<file path="config.mk">
export PLATFORM = sky130hd
export DESIGN_NAME = bcd_mul_digit
export DESIGN_NICKNAME = d
export VERILOG_FILES = /design/src/rtl/bcd_pkg.sv /design/src/rtl/bcd_digit_add.sv /design/src/rtl/bcd_mul_digit.sv
export SDC_FILE = /design/constraint.sdc
export NUM_CORES = 1
export LEC_CHECK = 0
export ABC_CLOCK_PERIOD_IN_PS = 19970
export CAP_MARGIN = 20
export CORE_MARGIN = 2
export CORE_UTILIZATION = 65
export CTS_BUF_LIST = sky130_fd_sc_hd__clkbuf_4
export CTS_CLUSTER_SIZE = 12
export DETAILED_ROUTE_END_ITERATION = 10
export DONT_BUFFER_PORTS = 1
export GPL_ROUTABILITY_DRIVEN = 0
export GPL_TIMING_DRIVEN = 0
export PLACE_DENSITY = 0.81
export REMOVE_ABC_BUFFERS = 1
export SYNTH_ARGS = -nofsm -noshare
export SYNTH_HDL_FRONTEND = slang
export SYNTH_HIERARCHICAL = 1
export SYNTH_SLANG_ARGS = --single-unit
</file>
<file path="constraint.sdc">
create_clock -name clk -period 19.97 [get_ports clk]
set_input_delay 2.9955 -clock clk [delete_from_list [all_inputs] [get_ports clk]]
set_output_delay 2.9955 -clock clk [all_outputs]
set_load 0.02 [all_outputs]
</file>
<file path="src/rtl/bcd_pkg.sv">
// ============================================================================
// Module : bcd_pkg
// Shared widths, types and FSM encoding for the BCD digit multiplier.
// Revision: 1.0
// ============================================================================
`default_nettype none

package bcd_pkg;

    localparam int BCD_DIGIT_W  = 4;
    localparam int MUL_A_DIGITS = 4;
    localparam int MUL_R_DIGITS = 5;

    typedef logic [BCD_DIGIT_W-1:0] bcd_digit_t;

    typedef enum logic [1:0] {
        ST_IDLE = 2'd0,
        ST_RUN  = 2'd1,
        ST_DONE = 2'd2
    } bcd_mul_state_e;

    function automatic logic is_bcd_digit(input bcd_digit_t d);
        return (d <= bcd_digit_t'(9));
    endfunction

endpackage

`default_nettype wire

</file>
<file path="src/rtl/bcd_digit_add.sv">
// ============================================================================
// Module : bcd_digit_add
// One-digit BCD adder: binary sum with +6 correction when the sum exceeds 9.
// Revision: 1.0
// ============================================================================
`default_nettype none

module bcd_digit_add
    import bcd_pkg::*;
(
    input  bcd_digit_t x,
    input  bcd_digit_t y,
    input  logic       cin,
    output bcd_digit_t s,
    output logic       cout
);

    logic [BCD_DIGIT_W:0] bin_sum;
    logic [BCD_DIGIT_W:0] adj_sum;

    always_comb begin
        bin_sum = {1'b0, x} + {1'b0, y} + {{BCD_DIGIT_W{1'b0}}, cin};
        adj_sum = bin_sum + (BCD_DIGIT_W+1)'(6);
        cout    = (bin_sum > (BCD_DIGIT_W+1)'(9));
        s       = cout ? adj_sum[BCD_DIGIT_W-1:0] : bin_sum[BCD_DIGIT_W-1:0];
    end

endmodule

`default_nettype wire

</file>
<file path="src/rtl/bcd_mul_digit.sv">
// ============================================================================
// Module : bcd_mul_digit
// 4-digit x 1-digit BCD multiplier by repeated addition, one add per clock.
// Optional input checking and err output enabled by BCD_MUL_ERR_EN.
// Revision: 1.0
// ============================================================================
`default_nettype none

module bcd_mul_digit
    import bcd_pkg::*;
(
    input  logic                                 clk,
    input  logic                                 rst_n,
    input  logic                                 start,
    input  logic [MUL_A_DIGITS*BCD_DIGIT_W-1:0]  a,
    input  bcd_digit_t                           b,
    output logic                                 busy,
    output logic                                 done,
`ifdef BCD_MUL_ERR_EN
    output logic                                 err,
`endif
    output logic [MUL_R_DIGITS*BCD_DIGIT_W-1:0]  result
);

    localparam int R_W = MUL_R_DIGITS * BCD_DIGIT_W;
    localparam int A_W = MUL_A_DIGITS * BCD_DIGIT_W;

    bcd_mul_state_e   state_q;
    logic [A_W-1:0]   a_q;
    bcd_digit_t       cnt_q;
    logic [R_W-1:0]   acc_q;
    logic [R_W-1:0]   acc_d;
    logic [R_W-1:0]   result_q;
    logic             busy_q;
    logic             done_q;

    logic [R_W-1:0]          addend;
    logic [MUL_R_DIGITS-1:0] carry;
    logic                    carry_unused;

    assign addend   = {{(R_W-A_W){1'b0}}, a_q};
    assign carry[0] = 1'b0;

    for (genvar i = 0; i < MUL_R_DIGITS; i++) begin : g_digit
        if (i == MUL_R_DIGITS-1) begin : g_last
            // Product never exceeds 89991, so the top carry is always zero.
            bcd_digit_add u_add (
                .x    (acc_q [i*BCD_DIGIT_W +: BCD_DIGIT_W]),
                .y    (addend[i*BCD_DIGIT_W +: BCD_DIGIT_W]),
                .cin  (carry[i]),
                .s    (acc_d [i*BCD_DIGIT_W +: BCD_DIGIT_W]),
                .cout (carry_unused)
            );
        end else begin : g_mid
            bcd_digit_add u_add (
                .x    (acc_q [i*BCD_DIGIT_W +: BCD_DIGIT_W]),
                .y    (addend[i*BCD_DIGIT_W +: BCD_DIGIT_W]),
                .cin  (carry[i]),
                .s    (acc_d [i*BCD_DIGIT_W +: BCD_DIGIT_W]),
                .cout (carry[i+1])
            );
        end
    end

`ifdef BCD_MUL_ERR_EN
    logic err_q;
    logic in_bad;

    always_comb begin
        in_bad = !is_bcd_digit(b);
        for (int k = 0; k < MUL_A_DIGITS; k++) begin
            if (!is_bcd_digit(a[k*BCD_DIGIT_W +: BCD_DIGIT_W])) in_bad = 1'b1;
        end
    end

    assign err = err_q;
`endif

    always_ff @(posedge clk or negedge rst_n) begin
        if (!rst_n) begin
            state_q  <= ST_IDLE;
            a_q      <= '0;
            cnt_q    <= '0;
            acc_q    <= '0;
            result_q <= '0;
            busy_q   <= 1'b0;
            done_q   <= 1'b0;
`ifdef BCD_MUL_ERR_EN
            err_q    <= 1'b0;
`endif
        end else begin
            case (state_q)
                ST_IDLE: begin
                    if (start) begin
                        a_q     <= a;
                        acc_q   <= '0;
                        busy_q  <= 1'b1;
                        state_q <= ST_RUN;
`ifdef BCD_MUL_ERR_EN
                        // Zero count makes RUN publish the cleared accumulator at once.
                        cnt_q   <= in_bad ? '0 : b;
                        err_q   <= in_bad;
`else
                        cnt_q   <= b;
`endif
                    end
                end
                ST_RUN: begin
                    if (cnt_q != '0) begin
                        acc_q <= acc_d;
                        cnt_q <= cnt_q - 1'b1;
                    end else begin
                        result_q <= acc_q;
                        done_q   <= 1'b1;
                        state_q  <= ST_DONE;
                    end
                end
                ST_DONE: begin
                    done_q  <= 1'b0;
                    busy_q  <= 1'b0;
                    state_q <= ST_IDLE;
                end
                default: begin
                    state_q <= ST_IDLE;
                end
            endcase
        end
    end

    assign busy   = busy_q;
    assign done   = done_q;
    assign result = result_q;

endmodule

`default_nettype wire
</file>
Word-level counts from Yosys, hierarchy flattened
Index checks and enable logic that the tools add are counted.

word-level totals
  bits in latches = 0
  output and inout bits = 22
  bits in read-only memories = 0
  flip-flop bits (word level) = 64
  bits in writable memories = 0
  word-level logic and storage cells = 61
  memories = 0

operators by class
  shift-type cells = 0
  eq/ne operators = 5
  add/subtract/negate cells = 14
  order comparisons = 5
  $mul = 0
  reduce and logical (&&, ||, !) cells = 11
  bitwise logic cells = 1
  muxes and demuxes = 18
  divide/modulo/power cells = 0

operators with widths
  kind                 count
  $mux 20              2
  $pmux 20 s2          1
  $mux 4               7
  $gt 5x4->1 const B   5
  $add 4x3->4 const B  5
  $add 4x4->5          4
  $add 5x1->5          3
  $reduce_and 2->1     5
  $pmux 4 s2           1
  $ne 2x2->1 const B   3
  $reduce_bool 2->1    3
  $add 4x1->5          1
  $mux 2               2
  $pmux 1 s2           2
  $pmux 2 s2           1
  $reduce_bool 4->1    1
  $sub 4x1->4 const B  1
  $reduce_and 3->1     1
  $eq 2x1->1 const B   1
  $eq 2x2->1 const B   1
  $logic_not 2->1      1
  $mux 1               2
  $not 1->1            1

Logic depth before layout (Yosys ltp)
  word-level depth = 13
  mapped depth = 33
  mapped depth without buffers = 33

Hierarchy
Netlist, hierarchy kept.

by module, submodules not included
  module         times used  seq. area each (um^2)  area each (um^2)  cells an instance
  bcd_mul_digit  1           1,601.5                2,596.2           206
  bcd_digit_add  5           0.0                    211.5             22

Least setup slack after synthesis
OpenSTA, ideal clock, no wires.

  kind = flip-flop to flip-flop
  from = reg a_q[0]
  to = reg acc_q[18]
  setup slack = 11,413 ps
  stages on the path, launching flop included = 34
  required time = 19,887 ps
  period minus slack after synthesis = 8,557 ps
  arrival time = 8,474 ps
  library setup time = 83 ps
  cells stage by stage = dfrtp_1 -> fa_1 -> fa_1 -> xnor2_1 -> ha_1 -> a31o_1 -> o31ai_4 -> fa_1 -> fa_1 -> xnor2_1 -> ha_1 -> a31o_1 -> o31ai_4 -> fa_1 -> fa_1 -> xnor2_1 -> ha_1 -> a31o_1 -> o31ai_4 -> fa_1 -> fa_1 -> xnor2_1 -> ha_1 -> a31o_1 -> o31ai_4 -> fa_1 -> fa_1 -> xnor2_1 -> ha_1 -> a31o_1 -> o31ai_4 -> mux2i_1 -> nand2_1 -> o21ai_0

on the way
  word-level cells in the longest chain between the ends = 13
  elaborated cells between the ends (all ways) = 14
  classes of those cells = 6 x add/sub; 5 x order compare; 3 x mux

RTL lines
  item                    RTL line              source
  start, declared         bcd_mul_digit.sv:29   logic [A_W-1:0] a_q;
  start signal, assigned  bcd_mul_digit.sv:82   a_q <= '0;
  start signal, assigned  bcd_mul_digit.sv:95   a_q <= a;
  $add 4x4->5             bcd_digit_add.sv:22   bin_sum = {1'b0, x} + {1'b0, y} + {{BCD_DIGIT_W{1'b0}}, cin};
  $gt 5x4->1              bcd_digit_add.sv:24   cout = (bin_sum > (BCD_DIGIT_W+1)'(9));
  named net carry[1]      bcd_mul_digit.sv:38   logic [MUL_R_DIGITS-1:0] carry;
  $add 5x1->5             bcd_digit_add.sv:22
  $gt 5x4->1              bcd_digit_add.sv:24
  named net carry[2]      bcd_mul_digit.sv:38
  $add 5x1->5             bcd_digit_add.sv:22
  $gt 5x4->1              bcd_digit_add.sv:24
  named net carry[3]      bcd_mul_digit.sv:38
  [2 not listed]          -
  named net carry[4]      bcd_mul_digit.sv:38
  $add 4x1->5             bcd_digit_add.sv:22
  $gt 5x4->1              bcd_digit_add.sv:24
  named net carry_unused  bcd_mul_digit.sv:39   logic carry_unused;
  $mux 4                  bcd_digit_add.sv:25   s = cout ? adj_sum[BCD_DIGIT_W-1:0] : bin_sum[BCD_DIGIT_W-1:0];
  named net acc_d[18]     bcd_mul_digit.sv:32   logic [R_W-1:0] acc_d;
  $mux 20                 bcd_mul_digit.sv:109  if (cnt_q != '0) begin
  $pmux 20 s2             bcd_mul_digit.sv:92   case (state_q)
  end signal, assigned    bcd_mul_digit.sv:84   acc_q <= '0;
  end signal, assigned    bcd_mul_digit.sv:96   acc_q <= '0;
  end signal, assigned    bcd_mul_digit.sv:110  acc_q <= acc_d;
  end, declared           bcd_mul_digit.sv:31   logic [R_W-1:0] acc_q;

The timed path passes the listed nets, and every way through them passes these cells. The select of a mux whose other input is x is not followed.
A chain may end at the register's enable or synchronous reset.

Worst setup path in the final report
Same ends and word-level chain as after synthesis.

==> summary.txt <==
Timing
  – Crit path time final: ~9.4 ns
  – Final setup violation count: 0
  – Fin. Hold Viols: 0
  – Skew final: 0.009891 ns
  – Final worst path period share: 46.83%
  – Slew @ Worst Pin: between 0.9 and 1 ns
  – Max Clk Rate: ~110 MHz
  – Final setup margin: approximately 11 ns
  – Final Max Tran Viols: 0
  – Setup TNS: 0 ns
  – Slew Limit Headroom: 35.28%
  – RSZ-0062 raised after global routing: no

Floorplan
  – Die width: approximately 80 µm
  – Placeable Area: 0.005473 mm²
  – Chip height: about 79 µm
  – Row cnt: 27
  – Number of I/O pins: 45
  – Die area: 0.006236 mm²
  – Initial Utilization: between 60% and 70%

Clocking
  – Clk_lat worst skew: 0.40 ns
  – Setup repair bufs after CTS: 0
  – CTS sink count: 64
  – Hold-fix buffers, CTS: 0
  – Total CTS buffers: 9
  – Root buf cell: clkbuf_4
  – H-tree levels: 3
  – CTS clock-pin slew for the worst setup and hold paths: around 0.10 ns
  – CTS tree: built
  – Post-CTS sizing: 0
  – Clk buf depth: 2

Yosys
  – Netlist Area Pre-Place: 0.003654 mm²
  – Distinct cells, synth: 39
  – Synthesized area per cell: around 12 µm²
  – Synth top area cells: dfrtp_1 44%, mux2_2 11%, ha_1 7.2%
  – Sequential-to-total area share from yosys stat: a little over two fifths
  – FFs w/ async S/R, synth: 100.0%
  – Top cell types by occurrence after synthesis: 64 x dfrtp_1, 41 x o21ai_0, 35 x mux2_2
  – EDFF count, synth: 0
  – Most common cell in the synthesized netlist: dfrtp_1
  – Share of the synthesized area in the top cell type: around 44%
  – Cells after Synth: 316
  – Yosys synthesis warning count: 6
  – Synthesized flop and latch total: 64
  – Post-synth top area cell: dfrtp_1
  – Synth Flop Type: dfrtp_1

Setup path
  – Critical path origin: a_q[0]$_DFFE_PN0P_
  – CP max stage delay: approximately 0.47 ns
  – CP dominant cell by count: fa_1
  – Critical path class: reg2reg
  – Worst endpoint required time: about 20 ns
  – Crit-path slowest cell: fa_1
  – Crit. End Element: register
  – Arrival time at the worst endpoint: 9.67 ns
  – CP Launch Type: register
  – Crit path max fanout: 3
  – Launching point of the worst reg2reg path: a_q[0]$_DFFE_PN0P_

Cells and area
  – Proportion of layout cells with a drive suffix above 1: a little over a fifth
  – Final core utilization: 70.48%
  – # diodes: 0
  – Layout net count: roughly 380
  – Synth-to-layout area growth: 5.582%
  – Fillers: roughly 390
  – Design area: between 0.003 and 0.004 mm²

Global route
  – Largest net degree at the start of global routing: between 60 and 70
  – GRT Total Usage: roughly a quarter
  – Initial antenna violation count: 0
  – First-pass GRT wire length: 11330 µm
  – Vias in the first global route: between 2000 and 2500
  – Grt ovf: 0

Run
  – Max-cap violations: 0

Route
  – Iter 0 DRT Violations: 143
  – Vias/cell: between 6 and 7
  – Remaining antenna violation count: 0
  – DR WL/cell: around 17 µm
  – Vias: between 2000 and 2500
  – Drt pass-1 iters: 4
  – Final WL: between 6000 and 7000 µm
  – DRC Markers: 0

Min path
  – Worst hold path type: reg2reg
  – Hold Path Origin: a_q[7]$_DFFE_PN0P_

Placed design
  – DP HPWL: 4672 µm
  – Post-DP Area: roughly 0.0037 mm²
  – Setup WS pre-CTS: between 10 and 15 ns
  – PortBufs: 0

Outcome
  – Status: finished, final reports clean
-- metal layers --
| layer | share of wire (%) | track usage [%] |
|---|---|---|
| met4 | 1.8 | 10.69 |
| met2 | 49 | 38.90 |
| met1 | 46 | 29.94 |
| met5 | 0 | 0 |
| met3 | 3.6 | 5.000 |
-- cell families after synthesis --
kind of cell               after synthesis  share of synthesized area, %
AOI/OAI and AO/OA                       92                         17.16
DFF                                     64                         43.84
and+or+nand+nor                         46                         7.124
muxes                                   43                         13.01
adders and majority gates               31                         12.67
buffers and inverters                   29                         3.699
xor gates and xnor gates                10                         2.397
other                                    1                        0.1026
-- placed cells by master (no fill, tap or decap), types with 6 or more instances in the layout --
cell type and n:
dfrtp_1 64, o21ai_0 41, mux2_2 35, nand2_1 22, ha_1 21, a21oi_1 17
inv_1 16, clkbuf_4 12, xnor2_1 10, fa_1 10, mux2i_1 7, o22ai_1 6
conb_1 6
-- registers in the layout (all words and copies together) (netlist names) --
name,count
busy,1
state_q,2
acc_q,20
result,20
cnt_q,4
a_q,16
done,1
-- stage by stage --
stage,cells,hold slack (ns)
after floorplan,308,0.4875
after global placement,380,0.5030
after detailed placement,383,0.5052
after CTS,397,0.5290
after global routing,398,0.5439
final,398,0.5238
-- cell type report --
type | count | area, µm² | area share [%]
clock inverter | 2 | 8.758 | 0.2271
tap | 72 | 90.09 | 2.335
sequential | 64 | 1602 | 41.52
clock buffer | 12 | 90.09 | 2.335
inverter | 16 | 60.06 | 1.557
timing repair buffer | 4 | 52.55 | 1.362
multi-input combinational | 228 | 1954 | 50.66
-- worst paths after layout --
path,to,slack [ns],cells past startpoint
max in group asynchronous,result[12]$_DFFE_PN0P_,17.58,0
hold reg to reg,a_q[7]$_DFFE_PN0P_,0.52,1
hold / removal,a_q[7]$_DFFE_PN0P_,0.52,1
min in group asynchronous,result[16]$_DFFE_PN0P_,2.28,0
setup / recovery,acc_q[18]$_DFFE_PN0P_,10.62,33
setup reg to reg,acc_q[18]$_DFFE_PN0P_,10.62,33
-- critical path, delay by kind of cell (launching register included) --
family	cells	cell delay, ns
and+or+nand+nor	1	0.06
muxes	1	0.22
DFF	1	0.42
AOI/OAI and AO/OA	11	1.79
xor gates and xnor gates	5	1.22
adders and majority gates	15	5.56
Power is left out: the tool's default activity adds up to more than one toggle a clock period on the data nets, which glitch-free logic cannot reach.
